--- config.mk ---
export PLATFORM = sky130hd
export DESIGN_NAME = hash_nonce_ctrl
export DESIGN_NICKNAME = d
export VERILOG_FILES = /design/src/rtl/hash_nonce_ctrl.sv
export SDC_FILE = /design/constraint.sdc
export NUM_CORES = 1
export LEC_CHECK = 0
export ABC_AREA = 0
export ABC_CLOCK_PERIOD_IN_PS = 5100
export CELL_PAD_IN_SITES_DETAIL_PLACEMENT = 1
export CELL_PAD_IN_SITES_GLOBAL_PLACEMENT = 1
export CORE_MARGIN = 3
export CORE_UTILIZATION = 34
export CTS_CLUSTER_SIZE = 12
export DETAILED_ROUTE_END_ITERATION = 8
export GPL_ROUTABILITY_DRIVEN = 0
export HOLD_SLACK_MARGIN = 0.02
export PLACE_DENSITY = 0.86
export SLEW_MARGIN = 40
export SYNTH_ARGS = -nofsm -noshare
export SYNTH_HDL_FRONTEND = slang
export SYNTH_SLANG_ARGS = --single-unit
--- constraint.sdc ---
create_clock -name clk -period 5.1 [get_ports clk]
set_input_delay 0.765 -clock clk [delete_from_list [all_inputs] [get_ports clk]]
set_output_delay 0.765 -clock clk [all_outputs]
set_load 0.1 [all_outputs]
--- src/rtl/hash_nonce_ctrl.sv ---
// hash_nonce_ctrl: walks a nonce range through one micro_ucr_hash core.
// Each nonce is loaded with a one-cycle fill strobe. The controller then waits a fixed
// HASH_LAT cycles, samples H, and compares it against the captured target.
// Optional feature macro: NONCE_LIMIT_EN. It adds a nonce_limit input that ends the search early.
module hash_nonce_ctrl #(
    parameter int NONCE_W  = 32,
    parameter int HASH_LAT = 8
) (
    input  logic                 clk,
    input  logic                 reset_L,
    input  logic                 start,
    input  logic                 abort,
    input  logic [127-NONCE_W:0] header,
    input  logic [NONCE_W-1:0]   nonce_start,
    input  logic [23:0]          target,
`ifdef NONCE_LIMIT_EN
    input  logic [NONCE_W-1:0]   nonce_limit,
`endif
    output logic                 fill,
    output logic [127:0]         bloque_in,
    input  logic [23:0]          H,
    output logic                 busy,
    output logic                 done,
    output logic                 found,
    output logic [NONCE_W-1:0]   nonce_out,
    output logic [23:0]          hash_out
);

    localparam int HDR_W = 128 - NONCE_W;
    localparam int CNT_W = (HASH_LAT > 1) ? $clog2(HASH_LAT) : 1;

    typedef enum logic [2:0] {
        S_IDLE,
        S_LOAD,
        S_WAIT,
        S_CHECK,
        S_DONE
    } state_t;

    state_t             state;
    state_t             next_state;
    logic [HDR_W-1:0]   header_q;
    logic [NONCE_W-1:0] nonce_q;
    logic [23:0]        target_q;
    logic [CNT_W-1:0]   wait_cnt;
    logic               hit;
    logic               last;
    logic               accept;

    assign accept = (state == S_IDLE) && start && !abort;
    assign hit    = (H < target_q);

`ifdef NONCE_LIMIT_EN
    logic [NONCE_W-1:0] limit_q;
    logic               limit_ok_q;

    // A limit below the start nonce never matches, so it falls back to the all-ones stop.
    assign last = (nonce_q == '1) || (limit_ok_q && (nonce_q == limit_q));
`else
    assign last = (nonce_q == '1);
`endif

    // State register
    always_ff @(posedge clk or negedge reset_L) begin
        if (!reset_L) begin
            state <= S_IDLE;
        end else begin
            state <= next_state;
        end
    end

    // Next-state logic; abort overrides every state and also drops a start arriving in IDLE
    always_comb begin
        next_state = state;
        if (abort) begin
            next_state = S_IDLE;
        end else begin
            case (state)
                S_IDLE:  if (start) next_state = S_LOAD;
                S_LOAD:  next_state = S_WAIT;
                S_WAIT:  if (wait_cnt == '0) next_state = S_CHECK;
                S_CHECK: next_state = (hit || last) ? S_DONE : S_LOAD;
                S_DONE:  next_state = S_IDLE;
                default: next_state = S_IDLE;
            endcase
        end
    end

    // Captured search parameters, latency counter, nonce stepping and result registers
    always_ff @(posedge clk or negedge reset_L) begin
        if (!reset_L) begin
            header_q  <= '0;
            nonce_q   <= '0;
            target_q  <= '0;
            wait_cnt  <= '0;
            found     <= 1'b0;
            nonce_out <= '0;
            hash_out  <= '0;
`ifdef NONCE_LIMIT_EN
            limit_q    <= '0;
            limit_ok_q <= 1'b0;
`endif
        end else if (accept) begin
            header_q <= header;
            nonce_q  <= nonce_start;
            target_q <= target;
            found    <= 1'b0;
`ifdef NONCE_LIMIT_EN
            limit_q    <= nonce_limit;
            limit_ok_q <= (nonce_limit >= nonce_start);
`endif
        end else if (!abort) begin
            case (state)
                S_LOAD: wait_cnt <= CNT_W'(HASH_LAT - 1);
                S_WAIT: if (wait_cnt != '0) wait_cnt <= wait_cnt - 1'b1;
                S_CHECK: begin
                    hash_out  <= H;
                    nonce_out <= nonce_q;
                    if (hit) begin
                        found <= 1'b1;
                    end else if (!last) begin
                        nonce_q <= nonce_q + NONCE_W'(1);
                    end
                end
                default: ;
            endcase
        end
    end

    // Moore-style strobes; abort masks fill and done in the cycle it is seen
    always_comb begin
        fill      = (state == S_LOAD) && !abort;
        done      = (state == S_DONE) && !abort;
        busy      = (state != S_IDLE);
        bloque_in = {header_q, nonce_q};
    end

endmodule

[After elaboration in Yosys (flattened, before gate mapping)]
Cells that the tools add are included.
Storage, ports and cells
  bits in latches: 0
  register bits after elaboration: 215
  logic and storage cells: 58
  bits in read-only memories: 0
  output and inout port bits: 188
  RAM bits: 0
  memories kept: 0
  bits of input ports: 180
Cells by class
  bitwise gates (word level): 2
  multiply operators: 0
  order comparisons: 1
  reductions and logical operators: 18
  $add $sub $neg: 2
  multiplexer cells: 16
  shifts and indexed selects: 0
  divide/modulo/power cells: 0
  equality and inequality tests: 11
Operators with widths (number)
  $mux 32: 5
  $add 32x1->32 const B: 1
  $eq 32x32->1 const B: 1
  $lt 24x24->1: 1
  $mux 3: 5
  $pmux 3 s4: 1
  $reduce_and 4->1: 2
  $eq 3x2->1 const B: 2
  $logic_not 3->1: 2
  $ne 2x1->1 const B: 3
  $ne 3x3->1 const B: 2
  $pmux 3 s2: 1
  $reduce_and 3->1: 2
  $reduce_bool 2->1: 3
  $reduce_bool 3->1: 2
  $logic_and 1x1->1: 4
  $mux 1: 4
  $eq 3x1->1 const B: 1
  $eq 3x3->1 const B: 1
  $sub 3x1->3 const B: 1
  $ne 2x2->1 const B: 1
  $not 1->1: 2
  $reduce_and 2->1: 1
  $logic_not 1->1: 1
  $logic_or 1x1->1: 1

[Longest topological paths before layout]
  word-level depth: 6
  mapped depth: 12
  gate-level depth less buffers: 10

[Worst setup path after synthesis]
Ideal clock, no wire load.
  path type: input -> output
  from: input port abort
  to: output port done
  cell stages on the path: 1
  data required time: 4.335 ns
  slack: 0.419 ns
  buffers on the path: 0
  arrival time: 3.916 ns
  path through: nor4b_1
Between the ends
  cells in the longest elaborated chain, start to end: 2
Ends and longest elaborated chain
  start: declaration: RTL line 12  | input logic abort,
  $logic_not 1->1: RTL line 133  | done = (state == S_DONE) && !abort;
  $logic_and 1x1->1: RTL line 133
  end: declaration: RTL line 23  | output logic done,
Every way passes these cells.

[Worst setup path in the final report]
  from: input port H[23]
  to: register nonce_q[31]
Between the ends
  cells in the longest elaborated chain, start to end: 3
Ends and longest elaborated chain
  start: declaration: RTL line 21  | input logic [23:0] H,
  $lt 24x24->1: RTL line 51  | assign hit = (H < target_q);
  $ne 2x1->1 (no source line)
  $reduce_and 4->1 (no source line)
  end signal: assignment: RTL line 105  | nonce_q <= nonce_start;
  end signal: assignment: RTL line 122  | nonce_q <= nonce_q + NONCE_W'(1);
  end: declaration: RTL line 43  | logic [NONCE_W-1:0] nonce_q;
Every way passes these cells.
A chain may end at the register's enable or synchronous reset.

==> flow_summary.yaml <==
run_status:
  status: "completed"
power:
  pwr-share-seq_pct: 28.2
  p_per_area_nw_per_um2: 650
  intPower_mw: 3.93
  max-vdd-ir-drop_mv: 0.351
  combPwrFrac_pct: 51.1
  clkPwrFrac_pct: 20.7
  switching_share_pct: 54.9
  finalPower_mw: 8.71
  p_leak_nw: 6.82
  p_sw_mw: 4.79
route:
  antenna_left: 0
  wl_per_cell_um: 18.4
  drc_errors: 0
  drtPass1Iterations: 4
  totalWireLength_um: 33600
  vias: 8899
  drt-initial-drc-count: 535
  vias_per_cell: 4.87
logic_synthesis:
  synth_ff_type: "dfrtp_1"
  seq_area_frac_synth_pct: 57.0
  syn-cell-area_sq_um: 9440
  synthesis.nets: 1292
  postSynthCellCount: 1086
  async_flop_share_pct: 100
  synth_edf_count: 0
  ys_top_cells_by_area: "dfrtp_1 57%, nand2_1 21%, ha_1 3.4%, o21ai_0 2.3%, clkbuf_1 1.8%"
  postSynthAreaPerCell_sq_um: 8.70
  yosysTopAreaCellShare_pct: 57.0
  yosys_warnings: 0
  yosysTopAreaCell: "dfrtp_1"
  netlist-cell-type-count: 45
  ys_ff_latch: 215
global_routing:
  grt_pass1_wl_um: 53400
  track_usage_pct: 22.0
  grt-ovfl-total: 0
  grt_pass1_vias: 9609
  grt_max_degree: 107
  antenna_found_initial: 7
sta:
  finalHoldViolations: 0
  post-route-min-period_ps: 3470
  setup_tns_ps: 0
  skew_ps: 10.6
  fmax_mhz: 288
  layout_worst_path_cycle_share_pct: 68.0
  maxSlewHeadroom_pct: 52.0
  setup_viol: 0
  slew_viol_final: 0
  rsz0062_at_grt: "no"
  worst_slew_pin_slew_ps: 720
clock_network:
  cts_tree: "done"
  cts_buffers: 26
  htreeDepth: 1
  cts_root_buffer: "clkbuf_16"
  clk_pin_slew_ps: 60
  ctsHoldBuffers: 0
  cts_buffer_depth: 3
  post-cts-setup-buffers: 0
  clock-sinks: 215
  clk_latency_ps: 520
  cts-resized-gates: 0
layout:
  final_common_cell: "nand2_1"
  drive_above_1_share_pct: 17.2
  instances_no_fill: 1826
  fin_nets: 1640
  layout_common_cells: "516 x nand2_1, 215 x dfrtp_1, 188 x buf_2"
  synthToLayoutAreaGrowth_pct: 42.1
floorplanning:
  die-area_sq_um: 29800
  dieWidth_um: 173
  start_util_pct: 34.8
  placementRows: 60
  core_sq_um: 27100
  die_h_um: 173
  io_pins: 368
critical_path:
  worstPathMaxFanout: 12
  critPathArrivalTime_ps: 3920
  end_kind: "register"
  worstPathRequired_ps: 5550
  crit_path_start_kind: "input pin"
  crit_type: "in2reg"
placement:
  dpl.cell_count: 1777
  port_buffers: 367
  dp_hpwl_um: 24100
run:
  maxCapViolCount: 0
min_path:
  hold_class: "in2async"
-- critical path, stage by stage --
cell	delay (ps)
clkdlybuf4s50_1	460
ha_1	330
nand4_1	140
nor4_1	440
o21ai_0	180
a21oi_1	270
or2_2	270
nand3b_1	360
or4_1	590
nand3_1	90
-- cell type report --
| type | instances | area (sq um) |
|---|---|---|
| Timing Repair Buffer | 378 | 2890 |
| Multi-Input combinational cell | 781 | 3730 |
| Antenna cell | 2 | 5.00 |
| Fill cell | 3218 | 13700 |
| Clock inverter | 6 | 57.6 |
| Tap cell | 372 | 465 |
| Inverter | 32 | 120 |
| Clock buffer | 40 | 764 |
| Sequential cell | 215 | 5380 |
-- layer usage --
layer / part of all wire [%] / track usage [%] / vias up
li1: - / - / 4180
met4: 4.4 / 8.68 / 10
met2: 48 / 37.4 / 282
met1: 40 / 26.1 / 4346
met5: 0.18 / 0 / -
met3: 7.1 / 6.72 / 81
-- state kept, by name, indices dropped and copies added, names as in the netlist --
| name | count |
|---|---|
| target_q | 24 |
| hash_out | 24 |
| header_q | 96 |
| nonce_out | 32 |
| wait_cnt | 3 |
| nonce_q | 32 |
| found | 1 |
| state | 3 |
-- worst paths after layout --
kind	cells after the start	slack (ps)	start	endpoint
min reg2reg	2	470	header_q[77]	header_q[77]
max	10	1630	H[23]	nonce_q[31]
max reg2reg	10	2000	target_q[22]	nonce_q[31]
min	1	130	reset_L	header_q[90]
min in group clk	2	470	header_q[77]	header_q[77]
max in group asynchronous	3	3650	reset_L	hash_out[18]
-- metrics by stage --
stage / worst slack, ps / hold WS [ps] / utilization, % / cell area (sq um)
floorplan: 419 / 438 / - / 9440
global placement: 1220 / 456 / 49.7 / 13500
detailed placement: 1170 / 457 / 46.4 / 12600
CTS: 1680 / 119 / 49.4 / 13400
global route: 1490 / 119 / 49.5 / 13400
finish: 1630 / 130 / 49.5 / 13400
-- logic make-up after synthesis --
family | count (synthesis) | share of synthesized area [%]
muxes | 2 | 0.212
adders and majority gates | 26 | 3.44
and+or+nand+nor | 643 | 28.6
DFF | 215 | 57.0
xor gates and xnor gates | 17 | 1.58
buffers and inverters | 90 | 3.84
AOI/OAI and AO/OA | 93 | 5.41
-- synthesized netlist by cell type, drive strengths merged, types with 13 or more instances --
| master | count |
|---|---|
| nor2 | 19 |
| a21oi | 29 |
| nand3 | 30 |
| xnor2 | 14 |
| and3 | 14 |
| nand2 | 517 |
| o21ai | 48 |
| inv | 32 |
| nor4 | 13 |
| clkbuf | 46 |
| dfrtp | 215 |
| ha | 26 |
-- power groups by stage --
stage / logic (mW) / registers (mW) / clock network, mW
after floorplan: 0.643 / 5.34 / 0
after global placement: 4.78 / 2.47 / 0
after detailed placement: 4.46 / 2.48 / 0
after CTS: 4.48 / 2.46 / 1.85
after global routing: 4.64 / 2.53 / 1.94
final: 4.45 / 2.46 / 1.80
(Power assumes the default switching activity.)
